`src/rtl/uart_tx_ctrl.sv`:
```
// uart_tx_ctrl
// ------------
// UART transmit controller. It accepts one parallel word over a valid/ready
// handshake, enables the shared baud-rate tick generator, and shifts out one
// serial frame. The frame is start bit, data bits LSB first, an optional
// parity bit, and then one or two stop bits. The frame advances one bit per
// baud tick.
//
// Handshake semantics: a transfer happens on any rising clk edge where
// tx_valid && tx_ready. tx_ready is high only in IDLE. tx_data is sampled on
// that edge only. The host may hold tx_valid high, and the next word is then
// taken on the first IDLE cycle after the current frame.
//
// Ports:
//   clk         system clock
//   rst         asynchronous, active-low reset
//   tx_data     word to transmit (DATA_BITS wide)
//   tx_valid    tx_data is valid
//   tx_ready    controller can accept a word (IDLE)
//   baud_tick   one-clk pulse per bit period from the baud generator
//   baud_en     enables the baud generator; low restarts its phase
//   txd         serial line, idle high
//   tx_busy     a frame is in progress
//   frame_done  one-clk pulse after the last stop bit completes
//   state_dbg   current FSM state encoding (debug/observability)

module uart_tx_ctrl #(
  parameter int DATA_BITS  = 8,
  parameter int PARITY_EN  = 0,
  parameter int PARITY_ODD = 0,
  parameter int STOP_BITS  = 1
) (
  input  logic                 clk,
  input  logic                 rst,
  input  logic [DATA_BITS-1:0] tx_data,
  input  logic                 tx_valid,
  output logic                 tx_ready,
  input  logic                 baud_tick,
  output logic                 baud_en,
  output logic                 txd,
  output logic                 tx_busy,
  output logic                 frame_done,
  output logic [2:0]           state_dbg
);

  typedef enum logic [2:0] {
    S_IDLE   = 3'd0,
    S_START  = 3'd1,
    S_DATA   = 3'd2,
    S_PARITY = 3'd3,
    S_STOP   = 3'd4
  } state_t;

  localparam logic [2:0] LAST_DATA = 3'(DATA_BITS - 1);
  localparam logic [2:0] LAST_STOP = 3'(STOP_BITS - 1);
  localparam logic       ODD_FLIP  = (PARITY_ODD != 0);

  state_t               state_q, state_d;
  logic [DATA_BITS-1:0] shift_q, shift_d;
  logic [2:0]           cnt_q, cnt_d;
  logic                 par_q, par_d;
  logic                 done_q, done_d;
  logic                 tick;

  // The generator is only enabled outside IDLE. A tick that arrives while it
  // is disabled, including on the handshake cycle, is therefore ignored.
  assign tick = baud_tick && baud_en;

  always_ff @(posedge clk or negedge rst) begin
    if (!rst) begin
      state_q <= S_IDLE;
      shift_q <= '0;
      cnt_q   <= '0;
      par_q   <= 1'b0;
      done_q  <= 1'b0;
    end else begin
      state_q <= state_d;
      shift_q <= shift_d;
      cnt_q   <= cnt_d;
      par_q   <= par_d;
      done_q  <= done_d;
    end
  end

  always_comb begin
    state_d = state_q;
    shift_d = shift_q;
    cnt_d   = cnt_q;
    par_d   = par_q;
    done_d  = 1'b0;
    case (state_q)
      S_IDLE: begin
        if (tx_valid) begin
          shift_d = tx_data;
          par_d   = (^tx_data) ^ ODD_FLIP;
          cnt_d   = '0;
          state_d = S_START;
        end
      end
      S_START: begin
        if (tick) begin
          cnt_d   = '0;
          state_d = S_DATA;
        end
      end
      S_DATA: begin
        if (tick) begin
          shift_d = shift_q >> 1;
          if (cnt_q == LAST_DATA) begin
            cnt_d   = '0;
            state_d = (PARITY_EN != 0) ? S_PARITY : S_STOP;
          end else begin
            cnt_d = cnt_q + 3'd1;
          end
        end
      end
      S_PARITY: begin
        if (tick) begin
          cnt_d   = '0;
          state_d = S_STOP;
        end
      end
      S_STOP: begin
        if (tick) begin
          if (cnt_q == LAST_STOP) begin
            cnt_d   = '0;
            done_d  = 1'b1;
            state_d = S_IDLE;
          end else begin
            cnt_d = cnt_q + 3'd1;
          end
        end
      end
      default: state_d = S_IDLE;
    endcase
  end

  // txd is decoded from registered state only. An asynchronous reset
  // therefore drives the line high at once.
  always_comb begin
    txd = 1'b1;
    case (state_q)
      S_START:  txd = 1'b0;
      S_DATA:   txd = shift_q[0];
      S_PARITY: txd = par_q;
      default:  txd = 1'b1;
    endcase
  end

  assign tx_ready   = (state_q == S_IDLE);
  assign baud_en    = (state_q != S_IDLE);
  assign tx_busy    = (state_q != S_IDLE);
  assign frame_done = done_q;
  assign state_dbg  = state_q;

endmodule

```
`config.mk`:
```
export PLATFORM = sky130hd
export DESIGN_NAME = uart_tx_ctrl
export DESIGN_NICKNAME = d
export VERILOG_FILES = /design/src/rtl/uart_tx_ctrl.sv
export SDC_FILE = /design/constraint.sdc
export NUM_CORES = 1
export LEC_CHECK = 0
export CORE_MARGIN = 4
export CORE_UTILIZATION = 50
export DETAILED_ROUTE_END_ITERATION = 10
export PLACE_DENSITY = 0.76
export SETUP_SLACK_MARGIN = 0.4
export SYNTH_ARGS = -nofsm -noshare
export SYNTH_HDL_FRONTEND = slang
export SYNTH_SLANG_ARGS = --single-unit
```
`constraint.sdc`:
```
create_clock -name clk -period 1.6 [get_ports clk]
set_input_delay 0.32 -clock clk [delete_from_list [all_inputs] [get_ports clk]]
set_output_delay 0.32 -clock clk [all_outputs]
set_load 0.02 [all_outputs]
```
==> summary.txt, run 1 <==
Outcome
  • Run status: finished with violations
  • Failing checks: setup timing

Detailed routing
  • Drt via density: 5.883
  • DR WL/cell: 20.90 um
  • Total wire length: approximately 3600 um
  • DR WL met2: 1700 um
  • ANT nets after route: 0
  • DRC viols: 0
  • Max layer used: met4
  • Initial DRC count: 39
  • M1 WL: about 1300 um
  • First-pass DRT Iterations: 4
  • Via count: 1006
  • Metal3 WL: ~240 um

Clock network
  • Clock Latency Late Sink: roughly 0.31 ns
  • CTS tree: yes
  • Root buf cell: clkbuf_4
  • Number of hold buffers added after CTS: 0
  • Clock transition at path regs: approximately 0.11 ns
  • Clock buffer depth: 2
  • Htree depth: 1
  • # clock sinks: 16
  • CTS Buf Count: 3

Final layout
  • Layout cells sized above 1: a little over two fifths
  • Post-route insts no fill: about 170
  • # diodes: 0
  • Layout area overhead: 56.51%
  • Final instance area: 1549 um^2
  • Finished Core Util: 85.97%
  • Final net count: between 150 and 200

Critical path
  • Slowest-stage cell, CP: dfrtp_2
  • Reg2Reg Launch Point: state_dbg[0]
  • CP peak stage delay: 0.47 ns
  • CP startpoint kind: flip-flop
  • R2r setup slk: -0.06 ns
  • Setup crit end: cnt_q[0]
  • Setup crit end kind: flip-flop
  • Critical R2R Capture: cnt_q[0]
  • WS Path Type: reg -> reg
  • WP data required: 1.80 ns
  • Reg2Reg Depth: 4
  • Critical path arrival: around 1.9 ns
  • Critical path peak fanout: 6
  • CP Launch Point: state_dbg[0]
  • Cell Chain, Critical Path: buf_6 > or2_4 > a211o_4 > mux2_4

Place
  • Place WS: -0.1301 ns
  • Placed Area: roughly 1300 um^2
  • IO buf count: 19
  • Routability cong.: 0.8136
  • Dpl hpwl: 1719 um
  • Post-placement cell count: 155

Logic synthesis
  • Number of library cell types mapped by synthesis: 32
  • Synth Area per Inst: roughly 9.5 um^2
  • Most instantiated cells after synthesis: dfrtp_1 (16), nand2_1 (12), o21ai_0 (11), mux2i_1 (7), xnor2_1 (7)
  • Yosys reg bits: 16
  • Cell taking the most area after synthesis: dfrtp_1
  • Post-Syn Nets: roughly 120
  • Synth Cell Area: 989.7 um^2
  • Count leader, synth: dfrtp_1
  • Register area share after synthesis: 40.46%
  • Top cells by area, synth: dfrtp_1 (40%), mux2i_1 (7.1%), xnor2_1 (6.2%)
  • Synth warn: 0
  • Ys flop type: dfrtp_1
  • Number of synthesized flops with an enable pin: 0
  • Cells after synthesis: 104
  • Asr flop ratio synth: 100.0%
  • Share of the synthesized area in the top cell type: between 40% and 50%

Global route
  • Global-route wire length before repair: 4478 um
  • All-Layer GR Usage: 22.26%
  • Antenna violations before repair: 0
  • Vias in the first global route: 965
  • Pin count of the biggest net entering global routing: 17
  • GRT overflow: 0

Die
  • Die height: 52.49 um
  • # IOs: 20
  • Initial Utilization: between 50% and 60%
  • Core Box Area: around 1800 um^2
  • Die area: 2755 um^2
  • Die W: 52.49 um
  • # rows: 15

Timing
  • Setup TNS Final: -0.2003 ns
  • Slew margin rel.: 76.62%
  • Unrepaired setup endpoints after global routing: true
  • Slew @ Worst Pin: 0.3498 ns
  • Final Max Tran Viols: 0
  • Final Worst Setup Slack: -0.06120 ns
  • Final worst path period need: 1.661 ns
  • Fin crit share: 103.8%
  • F_max: 602.0 MHz
  • Final setup viols: 5
  • Final hold violations: 0
  • Fin Clk Skew: approximately 0.007 ns
  • Fin Hold WS: 0.3803 ns

Hold path
  • Worst Hold Class: in -> async

Power and ir drop
  • Final Total Pwr: between 3 and 4 mW
  • Peak supply drop: 0.001355 V
  • Static leakage: 0.6880 nW
  • Power Dens Cells: 2103 nW/um^2

Run
  • Max Cap Violations: 0
## power by group
part | total, mW | internal (mW) | switching, mW
sequential | 0.749 | 0.583 | 0.166
combinational | 2.21 | 1.13 | 1.08
clock | 0.298 | 0.139 | 0.159
## flip-flops by register name, indices dropped and copies added (netlist names)
| name | count |
|---|---|
| par_q | 1 |
| cnt_q | 3 |
| frame_done | 1 |
| state_dbg | 3 |
| shift_q | 8 |
## cell usage in the layout (no fill, tap or decap), types with 4 or more instances in the layout
master           instances
o21ai_0                 10
clkdlybuf4s50_1         11
nand2_1                 10
dfrtp_1                 13
mux2i_1                  7
xnor2_1                  7
nor2_1                   4
buf_6                   14
a21oi_1                  4
buf_4                   17
## final cells by class
type                            instances  area (um^2)
Multi-Input combinational cell         76        623.1
Timing Repair Buffer                   45        435.4
Sequential cell                        16        404.1
Fill cell                              92        252.7
Clock buffer                            4        36.28
Tap cell                               25        31.28
Inverter                                5        18.77
## critical path, delay by kind of cell, from the launching register on
family                 cells  cell delay, ns
flip-flops                 1            0.47
AO/OA/AOI/OAI              1            0.36
buffers and inverters      1            0.16
multiplexers               1            0.31
AND/OR/NAND/NOR            1            0.25
## how the worst min path moves through the flow
stage / startpoint / end / slack (ns) / cells after the start
after floorplan: rst / cnt_q[0] / 0.02 / 0
after global placement: shift_q[4] / shift_q[4] / 0.47 / 2
after detailed placement: shift_q[6] / shift_q[6] / 0.48 / 2
after CTS: rst / state_dbg[2] / 0.36 / 2
after global routing: rst / frame_done / 0.39 / 2
final: rst / state_dbg[0] / 0.38 / 2
## repair_timing
item	in CTS	in global routing
cloned	0	0
endpoints found under the setup margin	22	22
gates resized for setup	55	18
pin swaps	9	5
setup buffers	8	4
## cell families (layout without fill, tap and decap cells)
logic type,count (synthesis),after routing,share of synthesized area (%)
AND/OR/NAND/NOR,32,32,17.45
AO/OA/AOI/OAI,24,24,14.16
flip-flops,16,16,40.45
buffers and inverters,12,54,7.333
multiplexers,9,9,9.734
XOR/XNOR,8,8,7.080
adder cells (fa/ha/maj),3,3,3.793
## metal layers
layer	vias to the layer above	GRT usage [%]
li1	445	-
met5	-	0
met3	27	2.279
met2	72	39.26
met1	462	26.12
met4	0	11.91
Note: power is estimated with default switching activity, not from simulation.
==> inputs of run 2 (changes only) <==
Settings changed: SKIP_LAST_GASP set to 1.
==> run 2 against run 1 <==
The run still ends with setup timing left. Critical path type unchanged. Critical endpoint unchanged. Clock power decreased by 7.7%. Core utilization decreased by 2.8 points. Die area unchanged. Cell count decreased by 1.8%. Wire length decreased by 26%. Sequential power decreased by 2%. Highest routed layer unchanged. Critical path depth unchanged.
==> summary.txt, run 2 (synthesized netlist as in run 1, its figures left out) <==
Power and ir drop
  • Sw Pwr: about 1.3 mW
  • Power Dens Cells: just under 2000 nW/um^2
  • Clock power frac: 9.2%
  • Gate power share: 66.1%
  • Final Total Pwr: ~3.0 mW
  • Sw frac: 42.08%
  • Peak supply drop: 0.001301 V
  • Static leakage: 0.6675 nW
  • Internal power: 1.726 mW
  • Sequential share of power: 24.7%

Critical path
  • Setup crit end kind: flip-flop
  • WS Path Type: reg -> reg
  • Critical path arrival: 1.81 ns
  • Critical path peak fanout: 6
  • R2r setup slk: -0.03 ns
  • WP data required: ~1.8 ns
  • CP startpoint kind: flip-flop

Detailed routing
  • Via count: 910
  • ANT nets after route: 0
  • DRC viols: 0
  • Drt via density: 5.417
  • DR WL/cell: 15.74 um
  • First-pass DRT Iterations: 4
  • Total wire length: 2644 um
  • Initial DRC count: 7

Final layout
  • # diodes: 0
  • Most frequent cells in the layout: buf_4 (16), dfrtp_1 (13), clkdlybuf4s50_1 (11), nand2_1 (10), buf_6 (10)
  • Layout cells sized above 1: between 40% and 50%
  • Commonest non-fill, non-tap cell in the layout: buf_4
  • Final instance area: 1498 um^2
  • Finished Core Util: 83.13%
  • Most flops, register: shift_q
  • Final net count: approximately 160
  • Layout area overhead: 51.33%
  • Fill cells: 100
  • Post-route insts no fill: 168
  • Largest register FFs: 8

Run
  • Max Cap Violations: 0

Clock network
  • Clock Latency Late Sink: 0.29 ns
  • Number of hold buffers added after CTS: 0
  • CTS Buf Count: 3
  • # clock sinks: 16
  • Root buf cell: clkbuf_4
  • Clock buffer depth: 2
  • Htree depth: 1
  • CTS tree: yes
  • Clock transition at path regs: 0.10 ns

Outcome
  • Failing checks: setup timing
  • Run status: finished with violations

Timing
  • Unrepaired setup endpoints after global routing: true
  • Fin crit share: 102.0%
  • F_max: 612.5 MHz
  • Setup TNS Final: -0.03268 ns
  • Fin Hold WS: about 0.35 ns
  • Final setup viols: 1
  • Slew @ Worst Pin: ~0.27 ns
  • Final worst path period need: 1.633 ns
  • Final Max Tran Viols: 0
  • Final Worst Setup Slack: -0.03268 ns
  • Fin Clk Skew: 0.007066 ns
  • Slew margin rel.: 81.68%
  • Final hold violations: 0

Global route
  • GRT overflow: 0
  • Antenna violations before repair: 0
  • Vias in the first global route: between 900 and 1000
  • Global-route wire length before repair: 4112 um
  • Pin count of the biggest net entering global routing: 17
  • All-Layer GR Usage: around a fifth

Die
  • # rows: 15
  • Die height: between 50 and 60 um
  • Initial Utilization: 54.93%
  • Die W: 52.49 um
  • Die area: about 2800 um^2
  • Core Box Area: approximately 1800 um^2
  • # IOs: 20

Place
  • Post-placement cell count: 155
  • Dpl hpwl: 1719 um
  • Routability cong.: 0.8136
  • IO buf count: 19
  • Place WS: -0.1301 ns
  • Placed Area: 1299 um^2

Hold path
  • Worst Hold Class: in -> async
-- run 2: cell count changes in the layout (fill, tap and decap cells not counted), sizes merged --
cell	delta
buf	-3
-- run 2: worst paths after layout --
check / startpoint / to / cells after the start
max: state_dbg[1] / cnt_q[0] / 4
min: rst / state_dbg[2] / 2
max reg2reg: state_dbg[1] / cnt_q[0] / 4
min reg2reg: shift_q[3] / shift_q[3] / 2
max in group asynchronous: rst / state_dbg[1] / 2
min in group clk: shift_q[3] / shift_q[3] / 2
-- run 2: layout make-up --
| cell class | count | area (um^2) | share of cell area [%] |
|---|---|---|---|
| sequential | 16 | 404.1 | 26.98 |
| clock buffer | 4 | 36.28 | 2.423 |
| tap | 25 | 31.28 | 2.089 |
| timing repair buffer | 42 | 382.9 | 25.56 |
| inverter | 5 | 18.77 | 1.253 |
| multi-input combinational | 76 | 624.3 | 41.69 |
-- run 2: power groups by stage --
stage / clock network [mW] / logic [mW] / registers [mW]
2_1_floorplan: 0 / 1.01 / 0.751
3_3_place_gp: 0 / 1.49 / 0.713
3_5_place_dp: 0 / 1.54 / 0.730
4_1_cts: 0.281 / 1.69 / 0.723
5_1_grt: 0.299 / 2.12 / 0.752
6_report: 0.275 / 1.97 / 0.735
-- run 2: what timing repair did --
action | 4_1_cts | 5_1_grt
pin swaps | 8 | 6
buffers inserted | 8 | 1
resized for setup | 46 | 24
setup endpoints to repair | 22 | 22
-- run 2: critical path, cell delays in order (launching register included) --
cell and delay (ns):
dfrtp_2 0.47, buf_6 0.16, or2_4 0.23, a211o_4 0.36, mux2_4 0.30
-- run 2: per-layer routing --
layer	vias to the layer above	wire (um)	track usage, %
met3	4	60	1.994
met5	-	0	0
met2	16	1420	36.57
met1	452	1137	24.24
met4	0	25	8.936
li1	438	-	-
==> inputs of run 3 (changes only) <==
Settings changed: SKIP_CTS_REPAIR_TIMING set to 1.
==> run 3 against run 2 <==
The flow still finishes with violations (setup timing). Clock skew decreased by 0.0040 ns. Clock-buffer cell count unchanged. First-iteration DRC count increased by 43%. Setup slack improved by 0.0039 ns. Sequential share of layout area increased by 1.3 points. Clock power increased by 3%. Wire length decreased by 5.1%. Power decreased by 7.1%. Combinational power decreased by 11%. Core utilization decreased by 4.0 points. Global-route usage decreased by 1.9 points. Largest power group unchanged. Highest routed layer unchanged.
==> summary.txt, run 3 (synthesized netlist as in run 1, its figures left out) <==
Outcome
  • Run status: finished with violations
  • Failing checks: setup timing

Timing
  • Slew @ Worst Pin: 0.3062 ns
  • F_max: 614.0 MHz
  • Final hold violations: 0
  • Unrepaired setup endpoints after global routing: true
  • Final setup viols: 1
  • Slew margin rel.: approximately four fifths
  • Final Max Tran Viols: 0
  • Fin Clk Skew: between 0.003 and 0.004 ns
  • Final Worst Setup Slack: -0.02879 ns
  • Fin crit share: 101.8%
  • Fin Hold WS: 0.3701 ns
  • Setup TNS Final: -0.02879 ns
  • Final worst path period need: 1.629 ns

Power and ir drop
  • Sw Pwr: between 1 and 1.5 mW
  • Peak supply drop: 0.001349 V
  • Sw frac: 42.27%
  • Internal power: between 1.5 and 2 mW
  • Final Total Pwr: 2.769 mW
  • Power Dens Cells: ~1900 nW/um^2
  • Sequential share of power: 26.3%
  • Static leakage: about 0.63 nW
  • Gate power share: 63.5%
  • Clock power frac: 10.2%

Final layout
  • Layout area overhead: 44.12%
  • Finished Core Util: a little under 80%
  • # diodes: 0
  • Layout cells sized above 1: 38.41%
  • Final instance area: 1426 um^2
  • Most flops, register: shift_q
  • Largest register FFs: 8
  • Most frequent cells in the layout: dfrtp_1 (13), buf_4 (13), clkdlybuf4s50_1 (11), nand2_1 (10), o21ai_0 (10)
  • Post-route insts no fill: ~160
  • Final net count: roughly 150

Global route
  • Pin count of the biggest net entering global routing: 17
  • Vias in the first global route: between 800 and 900
  • Antenna violations before repair: 0
  • GRT overflow: 0
  • All-Layer GR Usage: 18.45%
  • Global-route wire length before repair: 3767 um

Critical path
  • Reg2Reg Depth: 4
  • CP bufs+invs: 1
  • Cell Chain, Critical Path: buf_6 > or2_4 > a211o_4 > mux2_4
  • CP startpoint kind: flip-flop
  • CP Launch Point: state_dbg[1]
  • Reg2Reg Launch Point: state_dbg[1]
  • Setup crit end kind: flip-flop
  • R2r setup slk: -0.03 ns
  • Critical path arrival: 1.82 ns
  • Crit path max-delay family: flip-flops
  • Critical Path Stages: 4
  • CP peak stage delay: 0.48 ns
  • Slowest-stage cell, CP: dfrtp_2
  • WP data required: 1.79 ns
  • WS Path Type: reg -> reg
  • Critical R2R Capture: cnt_q[0]
  • Critical path peak fanout: 6
  • Setup crit end: cnt_q[0]

Die
  • Die W: 52.49 um
  • Die height: ~52 um
  • Initial Utilization: 54.93%
  • # rows: 15
  • # IOs: 20
  • Die area: 2755 um^2
  • Core Box Area: 1802 um^2

Place
  • Routability cong.: 0.8136
  • Placed Area: 1299 um^2
  • IO buf count: 19
  • Post-placement cell count: about 160
  • Place WS: -0.1301 ns
  • Dpl hpwl: 1719 um

Detailed routing
  • ANT nets after route: 0
  • First-pass DRT Iterations: 4
  • DR WL/cell: around 15 um
  • DRC viols: 0
  • Via count: roughly 890
  • Initial DRC count: 10
  • Total wire length: 2508 um
  • Drt via density: 5.442

Clock network
  • # clock sinks: 16
  • Htree depth: 1
  • Clock transition at path regs: 0.10 ns
  • Clock Latency Late Sink: 0.29 ns
  • Clock buffer depth: 2
  • CTS tree: yes
  • Root buf cell: clkbuf_4
  • CTS Buf Count: 3

Run
  • Max Cap Violations: 0

Hold path
  • Worst Hold Class: in -> async
[run 3: cell types whose count changed in the layout (fill, tap and decap cells not counted), moves of 2 or more]
cell,before,now
buf_6,10,5
buf_4,16,13
o21ai_0,4,10
clkbuf_2,0,5
buf_8,0,2
o21ai_1,6,0
buf_2,4,0
[run 3: layout make-up]
class                   instances  area [um^2]
repair buffers                 37        339.1
clock buffers                   4        36.28
inverters                       5        18.77
flip-flops and latches         16        404.1
well taps                      25        31.28
fillers                       113        375.4
multi-input cells              76        596.8
[run 3: metal layers]
metal	GRT usage, %	share of wire (%)	vias to the layer above
met2	32.02	51	28
met1	23.16	43	421
li1	-	-	432
met4	7.660	1.7	0
met3	1.709	4.5	6
met5	0	0	-
[run 3: worst min path at each step]
stage / from / slack, ns / to / depth (start not counted)
final: rst / 0.37 / state_dbg[2] / 2
after global routing: rst / 0.38 / state_dbg[2] / 2
after CTS: rst / 0.36 / state_dbg[2] / 2
after detailed placement: shift_q[6] / 0.48 / shift_q[6] / 2
after global placement: shift_q[4] / 0.47 / shift_q[4] / 2
after floorplan: rst / 0.02 / cnt_q[0] / 0
[run 3: power groups by stage]
stage	combinational [mW]	sequential, mW	clock (mW)
detailed placement	1.54	0.730	0
global placement	1.49	0.713	0
CTS	1.55	0.718	0.281
floorplan	1.01	0.751	0
global route	1.89	0.751	0.309
finish	1.76	0.728	0.282
[run 3: worst reg2reg max path: cells and delay by family (launching register included)]
family | cells | cell delay [ns]
simple gates | 1 | 0.23
buf+inv | 1 | 0.16
mux | 1 | 0.30
compound gates | 1 | 0.37
flops | 1 | 0.48
